**src/rtl/ex_pkg.sv**
```systemverilog
// ex_pkg: shared encodings for the execute stage (ALU ops, multiplier FSM states, counter width).
package ex_pkg;
    typedef enum logic [2:0] {
        ALU_ADD = 3'd0,
        ALU_SUB = 3'd1,
        ALU_AND = 3'd2,
        ALU_OR  = 3'd3,
        ALU_XOR = 3'd4,
        ALU_SLT = 3'd5,
        ALU_SHL = 3'd6,
        ALU_MUL = 3'd7
    } alu_op_e;
    localparam logic [0:0] ST_IDLE = 1'b0;
    localparam logic [0:0] ST_BUSY = 1'b1;
    localparam int EX_DW = 16;
    localparam int CNT_W = $clog2(EX_DW);
endpackage

```
**src/rtl/ex_seq_mul.sv**
```systemverilog
// ex_seq_mul: iterative shift-add multiplier, one partial product per clock (used only when EX_MUL_EN is defined).
module ex_seq_mul
    import ex_pkg::*;
#(
    parameter int W = EX_DW
) (
    input  logic         clk,
    input  logic         reset,
    input  logic         i_start,
    input  logic [W-1:0] i_a,
    input  logic [W-1:0] i_b,
    output logic         o_busy,
    output logic         o_done,
    output logic [W-1:0] o_product
);
    logic [0:0]       r_state;
    logic [CNT_W-1:0] r_cnt;
    logic [W-1:0]     r_a, r_b, r_acc;
    // The start edge already folds in bit 0, so W-1 busy steps finish the product by cnt==0.
    always_ff @(posedge clk or negedge reset) begin
        if (!reset) begin
            r_state <= ST_IDLE;
            r_cnt   <= '0;
            r_a     <= '0;
            r_b     <= '0;
            r_acc   <= '0;
        end else if (r_state == ST_IDLE) begin
            if (i_start) begin
                r_state <= ST_BUSY;
                r_cnt   <= CNT_W'(W - 1);
                r_acc   <= i_b[0] ? i_a : '0;
                r_a     <= i_a << 1;
                r_b     <= i_b >> 1;
            end
        end else if (r_cnt != '0) begin
            r_acc <= r_acc + (r_b[0] ? r_a : '0);
            r_a   <= r_a << 1;
            r_b   <= r_b >> 1;
            r_cnt <= r_cnt - 1'b1;
        end else begin
            r_state <= ST_IDLE;
        end
    end
    assign o_busy    = r_state == ST_BUSY;
    assign o_done    = o_busy & (r_cnt == '0);
    assign o_product = r_acc;
endmodule

```
**src/rtl/ex_stage.sv**
```systemverilog
// ex_stage: execute stage of the 16-bit MIPS pipe; ALU plus optional multi-cycle MUL.
// Define EX_MUL_EN to enable the iterative multiplier and the stall output.
module ex_stage
    import ex_pkg::*;
#(
    parameter int WIDTH      = 16,
    parameter int DATA_WIDTH = 16,
    parameter int MID_WIDTH  = 1
) (
    input  logic                  clk,
    input  logic                  reset,
    input  logic                  validIn,
    input  logic [WIDTH-1:0]      instrIn,
    input  logic [MID_WIDTH-1:0]  midSignalIn,
    input  logic [2:0]            aluOp,
    input  logic [DATA_WIDTH-1:0] opA,
    input  logic [DATA_WIDTH-1:0] opB,
    input  logic [DATA_WIDTH-1:0] storeData,
    input  logic                  memWriteIn,
    output logic                  stall,
    output logic                  validOut,
    output logic [WIDTH-1:0]      instrOut,
    output logic [MID_WIDTH-1:0]  midSignalOut,
    output logic [DATA_WIDTH-1:0] aluResult,
    output logic [DATA_WIDTH-1:0] writeData,
    output logic                  writeEn
);
    logic [DATA_WIDTH-1:0] w_alu;
    logic                  w_slt;
    assign w_slt = $signed(opA) < $signed(opB);
    assign w_alu = aluOp == ALU_ADD ? opA + opB :
                   aluOp == ALU_SUB ? opA - opB :
                   aluOp == ALU_AND ? opA & opB :
                   aluOp == ALU_OR  ? opA | opB :
                   aluOp == ALU_XOR ? opA ^ opB :
                   aluOp == ALU_SLT ? {{(DATA_WIDTH-1){1'b0}}, w_slt} :
                   aluOp == ALU_SHL ? opA << opB[3:0] : '0;
`ifdef EX_MUL_EN
    logic                  w_busy, w_done, w_start;
    logic [DATA_WIDTH-1:0] w_product;
    logic [WIDTH-1:0]      r_mul_instr;
    logic [MID_WIDTH-1:0]  r_mul_mid;
    assign w_start = !w_busy & validIn & (aluOp == ALU_MUL);
    // Gated by reset so an abort drops stall at once even while a MUL is still presented.
    assign stall   = reset & (w_start | (w_busy & !w_done));
    ex_seq_mul #(.W(DATA_WIDTH)) u_mul (
        .clk       (clk),
        .reset     (reset),
        .i_start   (w_start),
        .i_a       (opA),
        .i_b       (opB),
        .o_busy    (w_busy),
        .o_done    (w_done),
        .o_product (w_product)
    );
    always_ff @(posedge clk or negedge reset) begin
        if (!reset) begin
            r_mul_instr <= '0;
            r_mul_mid   <= '0;
        end else if (w_start) begin
            r_mul_instr <= instrIn;
            r_mul_mid   <= midSignalIn;
        end
    end
`else
    assign stall = 1'b0;
`endif
    always_ff @(posedge clk or negedge reset) begin
        if (!reset) begin
            validOut     <= 1'b0;
            instrOut     <= '0;
            midSignalOut <= '0;
            aluResult    <= '0;
            writeData    <= '0;
            writeEn      <= 1'b0;
        end
`ifdef EX_MUL_EN
        else if (w_done) begin
            validOut     <= 1'b1;
            instrOut     <= r_mul_instr;
            midSignalOut <= r_mul_mid;
            aluResult    <= w_product;
            writeEn      <= 1'b0;
        end else if (w_start | w_busy) begin
            validOut     <= 1'b0;
            instrOut     <= '0;
            midSignalOut <= '0;
            writeEn      <= 1'b0;
        end
`endif
        else begin
            validOut     <= validIn;
            instrOut     <= validIn ? instrIn : '0;
            midSignalOut <= validIn ? midSignalIn : '0;
            writeEn      <= validIn & memWriteIn;
            if (validIn) begin
                aluResult <= w_alu;
                writeData <= storeData;
            end
        end
    end
endmodule
```
**config.mk**
```make
export PLATFORM = sky130hd
export DESIGN_NAME = ex_stage
export DESIGN_NICKNAME = d
export VERILOG_FILES = /design/src/rtl/ex_pkg.sv /design/src/rtl/ex_seq_mul.sv /design/src/rtl/ex_stage.sv
export SDC_FILE = /design/constraint.sdc
export NUM_CORES = 1
export LEC_CHECK = 0
export ABC_AREA = 1
export CORE_MARGIN = 5
export CORE_UTILIZATION = 50
export CTS_BUF_LIST = sky130_fd_sc_hd__clkbuf_8
export DETAILED_ROUTE_END_ITERATION = 8
export DONT_BUFFER_PORTS = 1
export SLEW_MARGIN = 40
export SYNTH_ARGS = -nofsm -noshare
export SYNTH_HDL_FRONTEND = slang
export SYNTH_SLANG_ARGS = --single-unit
export TNS_END_PERCENT = 5
```
**constraint.sdc**
```tcl
create_clock -name clk -period 0.8 [get_ports clk]
set_input_delay 0.2 -clock clk [delete_from_list [all_inputs] [get_ports clk]]
set_output_delay 0.2 -clock clk [all_outputs]
set_load 0.01 [all_outputs]
```
==> metrics.md, run 1 <==
| Metric | Value |
|---|---|
| Number of routed nets with antenna violations | 0 |
| Commonest cells in the netlist | 295 x nand2_1, 105 x inv_1, 90 x nand3_1 |
| Ys Warns | 0 |
| Leakage power | 0.003780 uW |
| Worst-Margin Slew | 0.5257 ns |
| Clock transition at path regs | 0.09 ns |
| CTS buffer count | 5 |
| Pwr Density | 1204 nW/um^2 |
| Final #Nets | 1099 |
| Syn nets | 956 |
| Unique masters post-synth | 37 |
| Later-pin clock latency in the skew report | 0.30 ns |
| Pin count of the biggest net entering global routing | 52 |
| Cells along the critical path | inv_8 -> ha_4 -> fa_2 -> inv_2 -> nand2_2 -> buf_4 -> buf_4 -> buf_4 -> buf_4 -> a21oi_2 -> a311oi_1 -> nand2_1 -> nand2_1 |
| Synth area leader | dfrtp_1 |
| Syn Area/Cell | 6.188 sq um |
| Endpoint class of the critical path | flip-flop |
| Synth Register Bits | 51 |
| Final wirelength | 18.61 mm |
| Outcome | finished with violations |
| Crit Path Max Fanout | 4 |
| Pre-CTS setup slack | -1.092 ns |
| Hold Crit Class | input port to asynchronous set/reset pin |
| Port Buf Inserts | 0 |
| Vias per Instance | 5.365 |
| Grt total ovfl | 0 |
| Setup ws final | -0.6083 ns |
| Top Ports | 124 |
| Tmin final | 1.408 ns |
| Synthesized cell area | 5155 sq um |
| VDD IR max | 1161 uV |
| Post-synth EDFFs | 0 |
| Critical path data required time | 1.00 ns |
| Gr usage total | 28.97% |
| CTS root buf | clkbuf_8 |
| Critical path's most frequent cell | buf_4 |
| Layout cell share with drive strength beyond 1 | 26.95% |
| Period utilisation layout | 176.0% |
| First-pass GRT wire length | 29.27 mm |
| Fin Hold WS | -0.4202 ns |
| Detailed-route via count | 5966 |
| CTS Sinks | 51 |
| Final setup vio count | 67 |
| Max-slew violations | 0 |
| Core Area | 10180 sq um |
| Yosys top cell area share | 24.76% |
| Final hold violations | 51 |
| Post-DP HPWL | 14.88 mm |
| Async set or reset register ratio after synthesis | 100.0% |
| Critical Path AT | 1.61 ns |
| DRT Pass-1 Iters | 6 |
| Most frequent cell after synthesis | nand2_1 |
| Number of max-cap violations | 0 |
| Final Skew | 0 ns |
| Detailed router's first-iteration violation count | 517 |
| RSZ-0062 raised after global routing | true |
| Initial Util | 50.61% |
| R2R setup slack | 0.11 ns |
| Worst path slowest cell | fa_2 |
| Fmax | 710.1 MHz |
| Bufs on Longest Clock Path | 2 |
| CP peak stage delay | 0.35 ns |
| Initial antenna violation count | 0 |
| Mapped Cells | 833 |
| Site row count | 37 |
| WL/cell | 16.74 um |
| Cells taking the most area after synthesis | dfrtp_1 25%, nand2_1 21%, ha_1 12% |
| Top_reg_cell synth | dfrtp_1 |
| Die H | 111.5 um |
| DRC Markers | 0 |
| Area growth from synthesis to layout | 36.29% |
| Global placement routability congestion | 1.047 |
| Number of inserted diodes | 0 |
| Failing checks | negative hold slack, negative setup slack |
| H-Tree Depth | 2 |
| Slew margin rel. | 64.96% |
| Worst setup SP type | input port |
| Sequential-to-total area share from yosys stat | 24.76% |
| Setup CP Type | input port to flip-flop |
| Vias in the first global route | 5697 |
| Die Span X | 111.5 um |
| CTS tree | done |
| Total die area | 12440 sq um |
==> worst max-delay path: cells and delay by family <==
kind                     cells  cell delay [ns]
buffers and inverters        6             0.55
adder cells (fa/ha/maj)      2             0.51
AND/OR/NAND/NOR              3             0.18
AO/OA/AOI/OAI                2             0.17
==> area by class of cell <==
type	count	area, sq um
clock inverters	2	37.54
clock buffers	5	68.82
well taps	136	170.2
repair buffers	168	1345
multi-input cells	637	3677
flip-flops and latches	51	1277
fillers	943	3159
inverters	113	449.2
==> power by group <==
group,total (uW),internal [uW],switching [uW],leakage [uW]
clock,1730,914,816,0.0000502
combinational,3650,1680,1970,0.00309
sequential,3080,2820,267,0.000635
==> logic make-up (layout without fill, tap and decap cells) <==
logic type	Yosys count	count (layout)	synth area share (%)
XOR/XNOR	4	4	0.6795
adder cells (fa/ha/maj)	51	51	12.67
AO/OA/AOI/OAI	96	96	10.39
flip-flops	51	51	24.76
buffers and inverters	145	288	11.53
other	1	1	0.07275
AND/OR/NAND/NOR	485	485	39.90
==> worst paths after layout <==
check	startpoint	end	cells after the start
max reg2reg	aluResult[7]	aluResult[7]	2
min	reset	writeData[2]	0
max in group asynchronous	reset	aluResult[15]	0
min reg2reg	aluResult[5]	aluResult[5]	2
min in group clk	memWriteIn	writeEn	2
max	opA[0]	aluResult[2]	13
==> what timing repair did <==
item                                    CTS  global route
setup buffers                             5             6
gates resized for setup                  62            33
hold buffers                             12             3
endpoints found under the hold margin    65            53
pin swaps                                19            25
endpoints found under the setup margin   67            79
==> placed cells by master, fill, tap and decap left out, drive strengths merged, types with 4 or more instances in the layout <==
cell type	netlist	routed
buf	21	153
o21ai	32	32
a31oi	4	4
dfrtp	51	51
nor2	68	68
o2111ai	5	5
o211ai	4	4
nor3	5	5
xor2	4	4
clkbuf	11	5
inv	113	111
dlygate4sd3	0	14
a21oi	44	44
nand2	296	296
nand4	14	14
nand3	92	92
ha	49	49
==> sequential cells by signal, summed over array words and instances, names as in the netlist <==
| register | flops |
|---|---|
| aluResult | 16 |
| writeData | 16 |
| validOut | 1 |
| instrOut | 16 |
| writeEn | 1 |
| midSignalOut | 1 |
==> through the flow <==
stage	setup TNS (ns)	utilization, %	power (uW)	cell area, sq um	instances
floorplan	-14.66	-	4939	5251	833
global placement	-14.91	61.95	6194	6310	1079
detailed placement	-15.20	61.95	6248	6310	1079
CTS	-17.06	67.30	8279	6854	1103
global route	-18.38	68.98	9009	7025	1112
finish	-15.33	68.98	8461	7025	1112
==> per-layer routing <==
layer	track usage, %	routed length, um	vias up
met5	0	0	-
met4	7.867	495	0
met3	5.707	1417	32
met2	49.98	9153	239
met1	37.04	7545	2769
li1	-	-	2926
Power figures use the tool's default switching activity.
==> run 2, diff against run 1 <==
CORE_UTILIZATION = 38   (was 50)
==> run 2 against run 1 <==
Compared with the run above:
- the flow still finishes with violations (negative hold slack, negative setup slack)
- register-to-register slack about the same
- sequential power barely moved
- clock power down 9.8%
- power shrank 2.8%
- via count fell by 4.0%
- die area up 29%
- clock skew stayed put
- global-route usage down 7.2 points
- combinational power shrank 2%
- critical path type unchanged
- critical endpoint is now aluResult[0]
- largest cell class unchanged
==> metrics.md, run 2 (synthesized netlist as in run 1, its figures left out) <==
| Metric | Value |
|---|---|
| Outcome | finished with violations |
| Failing checks | negative hold slack, negative setup slack |
| Slew margin rel. | 57.30% (-7.7 points) |
| First-pass GRT wire length | 28.43 mm (-2.9%) |
| Final #Nets | 1084 (-1.4%) |
| Port Buf Inserts | 0 (unchanged) |
| Area growth from synthesis to layout | 36.48% |
| Layout cell share with drive strength beyond 1 | 25.78% (-1.2 points) |
| Initial Util | 38.77% (-12 points) |
| Clock transition at path regs | 0.10 ns (about the same) |
| Final Util | 52.92% (-16 points) |
| DRT Pass-1 Iters | 5 (-1) |
| Detailed router's first-iteration violation count | 402 (-22%) |
| Grt total ovfl | 0 (unchanged) |
| RSZ-0062 raised after global routing | true |
| Critical path's most frequent cell | nand2_2 |
| Tmin final | 1.536 ns (+0.1281 ns) |
| Setup CP Type | input port to flip-flop |
| Critical path data required time | 0.99 ns (about the same) |
| Gr usage total | 21.77% (-7.2 points) |
| VDD IR max | 728.6 uV (-37%) |
| Final setup vio count | 67 (unchanged) |
| Global placement routability congestion | 0.9475 (-9.5%) |
| Vias per Instance | 5.033 (-6.2%) |
| Post-DP HPWL | 14.39 mm (-3.3%) |
| CP peak stage delay | 0.35 ns (about the same) |
| Vias in the first global route | 5387 (-5.4%) |
| Core Area | 13300 sq um (+31%) |
| Most common cell after layout, fill and taps aside | nand2_1 |
| CTS buffer count | 5 (unchanged) |
| Number of max-cap violations | 0 (unchanged) |
| Number of routed nets with antenna violations | 0 (unchanged) |
| Die H | 126.5 um (+13%) |
| CTS Sinks | 51 (unchanged) |
| Worst-Margin Slew | 0.6394 ns (+0.1137 ns) |
| Worst r2r path cells | 2 (unchanged) |
| R2r startpoint | aluResult[8] |
| Final Skew | 0 ns (unchanged) |
| Top Ports | 124 (unchanged) |
| CTS root buf | clkbuf_8 |
| Max-slew violations | 0 (unchanged) |
| Fin Hold WS | -0.4188 ns (+0.001377 ns) |
| Setup ws final | -0.7364 ns (-0.1281 ns) |
| Initial antenna violation count | 0 (unchanged) |
| Later-pin clock latency in the skew report | 0.29 ns (about the same) |
| Final wirelength | 18.24 mm (-2.0%) |
| Leakage power | 0.003745 uW (-0.92%) |
| Critical Path AT | 1.72 ns (+0.11 ns) |
| Crit. Startpoint | opA[0] |
| Post-route setup TNS | -15.41 ns (-0.07860 ns) |
| Pwr Density | 1169 nW/um^2 (-3.0%) |
| Post-DP Area | 6222 sq um (-1.4%) |
| Worst path slowest cell | fa_2 |
| DRC Markers | 0 (unchanged) |
| Crit path to | aluResult[0] |
| Total die area | 15990 sq um (+29%) |
| Worst setup SP type | input port |
| Detailed-route via count | 5727 (-4.0%) |
| Die Span X | 126.5 um (+13%) |
| Biggest regs | aluResult (16), instrOut (16), writeData (16) |
| Final cell area excluding filler cells | 7036 sq um (+0.14%) |
| Most frequent cells in the layout | 279 x nand2_1, 121 x buf_4, 92 x inv_1, 80 x nand3_1, 52 x nor2_1 |
| Cells along the critical path | inv_8 -> ha_4 -> fa_2 -> inv_2 -> nand2_2 -> nand2_2 -> nand4_1 -> nand2_2 -> nand2_2 -> nand2_2 -> nand2_2 -> nand3_2 -> nand4_1 -> nand2_1 -> nand2_1 |
| CTS tree | done |
| Final hold violations | 51 (unchanged) |
| Site row count | 42 (+14%) |
| WL/cell | 16.03 um (-4.2%) |
| Crit Path Max Fanout | 4 (unchanged) |
| Bufs on Longest Clock Path | 2 (unchanged) |
| Pin count of the biggest net entering global routing | 52 (unchanged) |
| Hold Crit Class | input port to asynchronous set/reset pin |
| Endpoint class of the critical path | flip-flop |
| Period utilisation layout | 192.1% (+16 points) |
| Number of inserted diodes | 0 (unchanged) |
| End of the worst register-to-register path | aluResult[8] |
| Fmax | 650.9 MHz (-8.3%) |
| H-Tree Depth | 2 (unchanged) |
| R2R setup slack | 0.10 ns (about the same) |
run 2: worst min path at each step:
stage / startpoint / endpoint / cells past startpoint
after global routing: reset / writeData[6] / 0
final: reset / writeData[6] / 0
after global placement: reset / writeData[11] / 0
after CTS: reset / writeData[3] / 0
after detailed placement: reset / writeData[11] / 0
after floorplan: reset / aluResult[0] / 0
run 2: layout make-up:
class | count | area, sq um
clock buffers | 6 | 82.58
clock inverters | 2 | 16.27
fillers | 1373 | 6260
inverters | 113 | 441.7
multi-input cells | 637 | 3729
flip-flops and latches | 51 | 1276
well taps | 176 | 220.2
repair buffers | 153 | 1270
run 2: routing by layer:
metal  track usage, %  part of all wire [%]
met1            29.04                    43
met2            37.70                    49
met3            2.984                   5.6
met4            4.479                   2.2
met5                0                     0
run 2: critical path: cells and delay by family:
| kind | cells | cell delay, ns |
|---|---|---|
| fa+ha+maj | 2 | 0.50 |
| buf+inv | 2 | 0.08 |
| simple gates | 11 | 0.93 |
run 2: stage by stage:
stage	hold WS (ns)	setup slack, ns	power [uW]	cells
finish	-0.4188	-0.7364	8222	1138
global route	-0.4503	-0.8147	8814	1138
detailed placement	-0.09458	-1.225	6152	1099
floorplan	-0.09559	-0.8458	4939	833
CTS	-0.4323	-0.7042	8072	1130
global placement	-0.09447	-1.231	6124	1099
run 2: repair_timing:
item / 4_1_cts / 5_1_grt
endpoints found under the hold margin: 72 / 53
endpoints found under the setup margin: 67 / 86
cloned: 0 / 0
setup buffers: 3 / 6
pin swaps: 13 / 27
hold buffers: 20 / 2
resized for setup: 66 / 41
run 2: report_power, final:
| part | leakage, uW | internal, uW | switching, uW | total, uW |
|---|---|---|---|---|
| Combinational | 0.00306 | 1650 | 1920 | 3560 |
| Sequential | 0.000637 | 2810 | 286 | 3100 |
| Clock | 0.0000474 | 707 | 852 | 1560 |
